--- config.mk ---
export PLATFORM = sky130hd
export DESIGN_NAME = pipelined_adder
export DESIGN_NICKNAME = d
export VERILOG_FILES = /design/src/rtl/arith_pkg.sv /design/src/rtl/adder_slice.sv /design/src/rtl/pipelined_adder.sv
export SDC_FILE = /design/constraint.sdc
export NUM_CORES = 1
export LEC_CHECK = 0
export CELL_PAD_IN_SITES_DETAIL_PLACEMENT = 0
export CELL_PAD_IN_SITES_GLOBAL_PLACEMENT = 1
export CORE_MARGIN = 10
export CORE_UTILIZATION = 51
export CTS_BUF_LIST = sky130_fd_sc_hd__clkbuf_2
export CTS_CLUSTER_SIZE = 8
export DETAILED_ROUTE_END_ITERATION = 8
export PLACE_DENSITY_LB_ADDON = 0.25
export SLEW_MARGIN = 20
export SYNTH_ARGS = -nofsm -noshare
export SYNTH_HDL_FRONTEND = slang
export SYNTH_SLANG_ARGS = --single-unit
--- constraint.sdc ---
create_clock -name clk -period 3.85 [get_ports clk]
set_clock_uncertainty 0.05 [all_clocks]
set_input_delay 0.385 -clock clk [delete_from_list [all_inputs] [get_ports clk]]
set_output_delay 0.385 -clock clk [all_outputs]
set_load 0.03 [all_outputs]
--- src/rtl/arith_pkg.sv ---
// Shared helpers for the pipelined arithmetic blocks: slice sizing and
// parameter legality shared by every user of the carry-chain slicing.
package arith_pkg;

  function automatic int chunk_width(input int width, input int stages);
    return (stages > 0) ? width / stages : width;
  endfunction

  function automatic bit params_legal(input int width, input int stages);
    return (width >= 2) && (stages >= 1) && (stages <= width) &&
           ((width % stages) == 0);
  endfunction

endpackage

--- src/rtl/adder_slice.sv ---
// Combinational N-bit ripple-carry adder built from full-adder cells; one
// instance forms each registered slice of the pipelined carry chain.
module adder_slice #(
  parameter int N = 4
) (
  input  logic [N-1:0] a,
  input  logic [N-1:0] b,
  input  logic         cin,
  output logic [N-1:0] sum,
  output logic         cout
);

  logic [N:0] c;

  assign c[0] = cin;

  for (genvar i = 0; i < N; i++) begin : g_fa
    assign sum[i]   = a[i] ^ b[i] ^ c[i];
    assign c[i+1]   = (a[i] & b[i]) | (c[i] & (a[i] ^ b[i]));
  end

  assign cout = c[N];

endmodule

--- src/rtl/pipelined_adder.sv ---
// Pipelined add/subtract unit: the carry chain is cut into STAGES slices with
// skewed operands and deskewed partial sums, under a valid/ready handshake.
module pipelined_adder
  import arith_pkg::*;
#(
  parameter int WIDTH  = 16,
  parameter int STAGES = 4
) (
  input  logic             clk,
  input  logic             rst_n,
  input  logic             in_valid,
  output logic             in_ready,
  input  logic [WIDTH-1:0] a,
  input  logic [WIDTH-1:0] b,
  input  logic             carry_in,
  input  logic             sub,
  output logic             out_valid,
  input  logic             out_ready,
  output logic [WIDTH-1:0] sum,
  output logic             carry_out,
  output logic             overflow
);

  localparam int CHUNK = chunk_width(WIDTH, STAGES);
  localparam int LAST  = STAGES - 1;

  if (!params_legal(WIDTH, STAGES)) begin : g_param_check
    $error("pipelined_adder: illegal WIDTH/STAGES combination");
  end

  logic              adv;
  logic [STAGES-1:0] vld;
  logic [WIDTH-1:0]  b_eff;

  assign out_valid = vld[LAST];
  assign adv       = !out_valid || out_ready;
  assign in_ready  = adv;
  assign b_eff     = sub ? ~b : b;

  always_ff @(posedge clk or negedge rst_n) begin
    if (!rst_n) begin
      vld <= '0;
    end else if (adv) begin
      vld[0] <= in_valid;
      for (int i = 1; i < STAGES; i++) vld[i] <= vld[i-1];
    end
  end

  // Stage k works on the operand bits not yet summed (a_rem/b_rem) and
  // accumulates the finished low sum bits in acc for the next stage.
  for (genvar k = 0; k < STAGES; k++) begin : g_stage
    localparam int LO  = k * CHUNK;
    localparam int REM = WIDTH - LO;

    logic [REM-1:0]      a_rem;
    logic [REM-1:0]      b_rem;
    logic                cin_rem;
    logic [CHUNK-1:0]    slice_sum;
    logic                slice_cout;
    logic [LO+CHUNK-1:0] acc;

    adder_slice #(.N(CHUNK)) u_slice (
      .a   (a_rem[CHUNK-1:0]),
      .b   (b_rem[CHUNK-1:0]),
      .cin (cin_rem),
      .sum (slice_sum),
      .cout(slice_cout)
    );

    if (k == 0) begin : g_in
      assign a_rem   = a;
      assign b_rem   = b_eff;
      assign cin_rem = carry_in;
      assign acc     = slice_sum;
    end else begin : g_reg
      logic [LO-1:0] low_q;

      always_ff @(posedge clk or negedge rst_n) begin
        if (!rst_n) begin
          a_rem   <= '0;
          b_rem   <= '0;
          cin_rem <= 1'b0;
          low_q   <= '0;
        end else if (adv) begin
          a_rem   <= g_stage[k-1].a_rem[REM+CHUNK-1:CHUNK];
          b_rem   <= g_stage[k-1].b_rem[REM+CHUNK-1:CHUNK];
          cin_rem <= g_stage[k-1].slice_cout;
          low_q   <= g_stage[k-1].acc;
        end
      end

      assign acc = {slice_sum, low_q};
    end
  end

  logic a_msb, b_msb, s_msb;

  assign a_msb = g_stage[LAST].a_rem[CHUNK-1];
  assign b_msb = g_stage[LAST].b_rem[CHUNK-1];
  assign s_msb = g_stage[LAST].slice_sum[CHUNK-1];

  // The output register is the final pipeline stage; overflow uses the
  // operand MSBs that were skewed all the way to the top slice.
  always_ff @(posedge clk or negedge rst_n) begin
    if (!rst_n) begin
      sum       <= '0;
      carry_out <= 1'b0;
      overflow  <= 1'b0;
    end else if (adv) begin
      sum       <= g_stage[LAST].acc;
      carry_out <= g_stage[LAST].slice_cout;
      overflow  <= (a_msb == b_msb) && (s_msb != a_msb);
    end
  end

endmodule

==> run summary <==
Antenna Nets Post-Route: 0
Measured slew at the worst slew-check pin: 0.884 ns
Placed cell count: 436
Clock latency of the later-clocked register in the worst-skew pair: 0.53 ns
Nets: 398
DP HPWL: 4920 um
Initial antenna violation count: 0
TritonCTS buffer count: 9
Outcome: completed
CTS tree: built
Clock Pin Slew Worst Setup and Hold Paths: 0.25 ns
DRC viols: 0
Endpoint required time on the critical path: 4.24 ns
Hold violation count in the final report: 0
Number of DRC markers in iteration 0: 53
Count of final max-slew check failures: 0
Horizontal extent of the die: 111 um
Post-route non-filler standard cell count: 453
Combined area of all synthesized cells: 4250 um^2
Crit path max fanout: 2
Final setup vio count: 0
Number of antenna diodes: 0
Min Clock Period, post-route: 2.53 ns
Wire length of the first global-routing pass: 12200 um
Leading cell types by count after synthesis: 97 x sky130_fd_sc_hd__dfrtp_1, 62 x sky130_fd_sc_hd__mux2_1, 27 x sky130_fd_sc_hd__inv_1
Dominant cell type by area after synthesis: sky130_fd_sc_hd__dfrtp_1
Die Outline Area: 12400 um^2
Post-Route WL: 6960 um
Power per standard cell area: 722 nW/um^2
Path type of the worst min-delay path: in -> reg
Endpoint kind of the worst setup timing path: flip-flop
Number of clock sinks seen by CTS: 97
Worst setup path class: reg -> reg
Resized cells post-CTS: 0
Drt via density: 4.92
Die H: 111 um
Initial cell density of the core: 52.0%
Setup TNS: 0 ns
Via count of the first global-routing pass: 2473
Library cell used as clock root buffer: sky130_fd_sc_hd__clkbuf_2
Number of unique standard cell types used by synthesis: 20
Critical Path Source Type: flip-flop
Total congestion overflow after global routing: 0
Average footprint of a synthesized cell: 15.0 um^2
First-pass iteration count of the detailed router: 3
I/O Buffers: 57
Flops & latches, synth: 97
I/O pin count: 58
Per-cell routed wire length: 15.4 um
Area of the core: 8180 um^2
Number of synthesized flops with an enable pin: 0
Upper clock frequency limit: 396 MHz
Portion of synthesized cell area occupied by the leading cell type: 57.1%
Synthesized netlist net count: 338
Most used flip-flop cell after synthesis: sky130_fd_sc_hd__dfrtp_1
Maximum number of pins on one net before global-route repair: 73
Top-count cell post-synth: sky130_fd_sc_hd__dfrtp_1
Setup repair after global routing missed its margin: no
Maximum buffer depth of the clock tree: 2
Worst vdd ir: 0.270 mV
Synth async-reset ratio: 100%
All-Layer GR Usage: 11.9%
Leakage component of the power: 2.14 nW
Max transition margin: 41.1%
Total of warnings raised by yosys: 0
CTS H-tree lvls: 3
Post-route clock period utilization: 65.6%
Fraction of final layout cells sized beyond drive strength 1: 12.1%
Vias: 2229
Area Growth Syn to Fin: 16.8%
Count of max-cap constraint violations: 0
Register-to-Register Setup Slack: 1.32 ns
Gpl congestion: 0.707
Critical path data arrival time: 2.92 ns
Seq/Total Area, Yosys: 57.1%
Num rows: 33
Top cells by area, synth: sky130_fd_sc_hd__dfrtp_1 57%, sky130_fd_sc_hd__mux2_1 16%, sky130_fd_sc_hd__fa_1 7.5%, sky130_fd_sc_hd__mux2_2 5.3%, sky130_fd_sc_hd__xor2_1 2.7%
Number of instances in the synthesized netlist: 283
## through the flow
step | utilization (%) | power (mW) | setup slack, ns | hold slack [ns] | area, um^2
5_1_grt | 60.7 | 3.89 | 1.19 | 0.312 | 4960
3_3_place_gp | 59.5 | 3.21 | 0.845 | 0.386 | 4870
2_1_floorplan | - | 2.75 | 1.12 | 0.0394 | 4250
3_5_place_dp | 59.5 | 3.27 | 0.817 | 0.394 | 4870
4_1_cts | 60.7 | 3.66 | 1.28 | 0.331 | 4960
6_report | 60.7 | 3.58 | 1.32 | 0.383 | 4960
## path summary, 6_finish.rpt
path                            depth (start not counted)             endpoint                start
min in group asynchronous                               2               sum[6]                rst_n
max in group asynchronous                               3  g_stage[2].b_rem[7]                rst_n
worst max-delay path                                    9             overflow  g_stage[3].a_rem[0]
worst max register to register                          9             overflow  g_stage[3].a_rem[0]
worst min-delay path                                    2  g_stage[1].a_rem[9]                a[13]
worst min register to register                          1               vld[3]               vld[2]
## cell families (layout without fill, tap and decap cells)
kind of cell | count (synthesis) | after routing | share of synthesized area [%]
AO/OA/AOI/OAI | 12 | 12 | 1.47
XOR/XNOR | 17 | 17 | 3.50
adder cells (fa/ha/maj) | 17 | 17 | 7.83
buffers and inverters | 42 | 107 | 5.30
flip-flops | 97 | 97 | 57.1
multiplexers | 84 | 84 | 22.2
AND/OR/NAND/NOR | 14 | 14 | 2.59
## per-layer routing
metal	routed length, um	vias up	global-route usage [%]
li1	-	1055	-
met1	3270	1130	15.3
met2	3280	35	18.2
met3	324	9	3.68
met4	93	0	4.63
met5	0	-	0
## layout make-up
cell class | instances | area, um^2
fillers | 647 | 3210
repair buffers | 63 | 616
multi-input cells | 144 | 1600
flip-flops and latches | 97 | 2430
clock buffers | 10 | 50.0
inverters | 28 | 105
clock inverters | 6 | 35.0
well taps | 105 | 131
## cells in the final DEF, fill, tap and decap left out, types with 2 or more instances in the layout
cell	instances
sky130_fd_sc_hd__mux2_1	62
sky130_fd_sc_hd__a21oi_1	11
sky130_fd_sc_hd__clkbuf_2	10
sky130_fd_sc_hd__inv_1	27
sky130_fd_sc_hd__clkinv_1	2
sky130_fd_sc_hd__fa_1	16
sky130_fd_sc_hd__buf_4	6
sky130_fd_sc_hd__clkdlybuf4s50_1	56
sky130_fd_sc_hd__clkinvlp_4	3
sky130_fd_sc_hd__dfrtp_1	97
sky130_fd_sc_hd__mux2i_1	2
sky130_fd_sc_hd__xnor2_1	4
sky130_fd_sc_hd__nor3b_1	11
sky130_fd_sc_hd__mux2_2	20
sky130_fd_sc_hd__xor2_1	13
## power by group
| group | internal [mW] | leakage [nW] | total (mW) | switching [mW] |
|---|---|---|---|---|
| clock | 0.0814 | 0.0490 | 0.391 | 0.310 |
| combinational | 0.749 | 0.972 | 1.47 | 0.718 |
| sequential | 1.47 | 1.12 | 1.73 | 0.256 |
## state kept, by name, indices dropped and copies added, names as in the netlist
register,count
g_stage.g_reg.low_q,24
carry_out,1
g_stage.cin_rem,3
g_stage.b_rem,24
sum,16
vld,4
g_stage.a_rem,24
overflow,1
## worst max-delay path, stage by stage (launching register included)
cell,delay (ns)
sky130_fd_sc_hd__dfrtp_1,0.45
sky130_fd_sc_hd__fa_1,0.42
sky130_fd_sc_hd__inv_1,0.08
sky130_fd_sc_hd__fa_1,0.15
sky130_fd_sc_hd__inv_1,0.05
sky130_fd_sc_hd__fa_1,0.37
sky130_fd_sc_hd__inv_1,0.08
sky130_fd_sc_hd__fa_1,0.44
sky130_fd_sc_hd__xor2_1,0.16
sky130_fd_sc_hd__o31ai_1,0.18
## what timing repair did
item,4_1_cts,5_1_grt
setup buffers,0,0
endpoints found under the hold margin,71,0
hold buffers,1,0
Note: power is estimated with default switching activity, not from simulation.
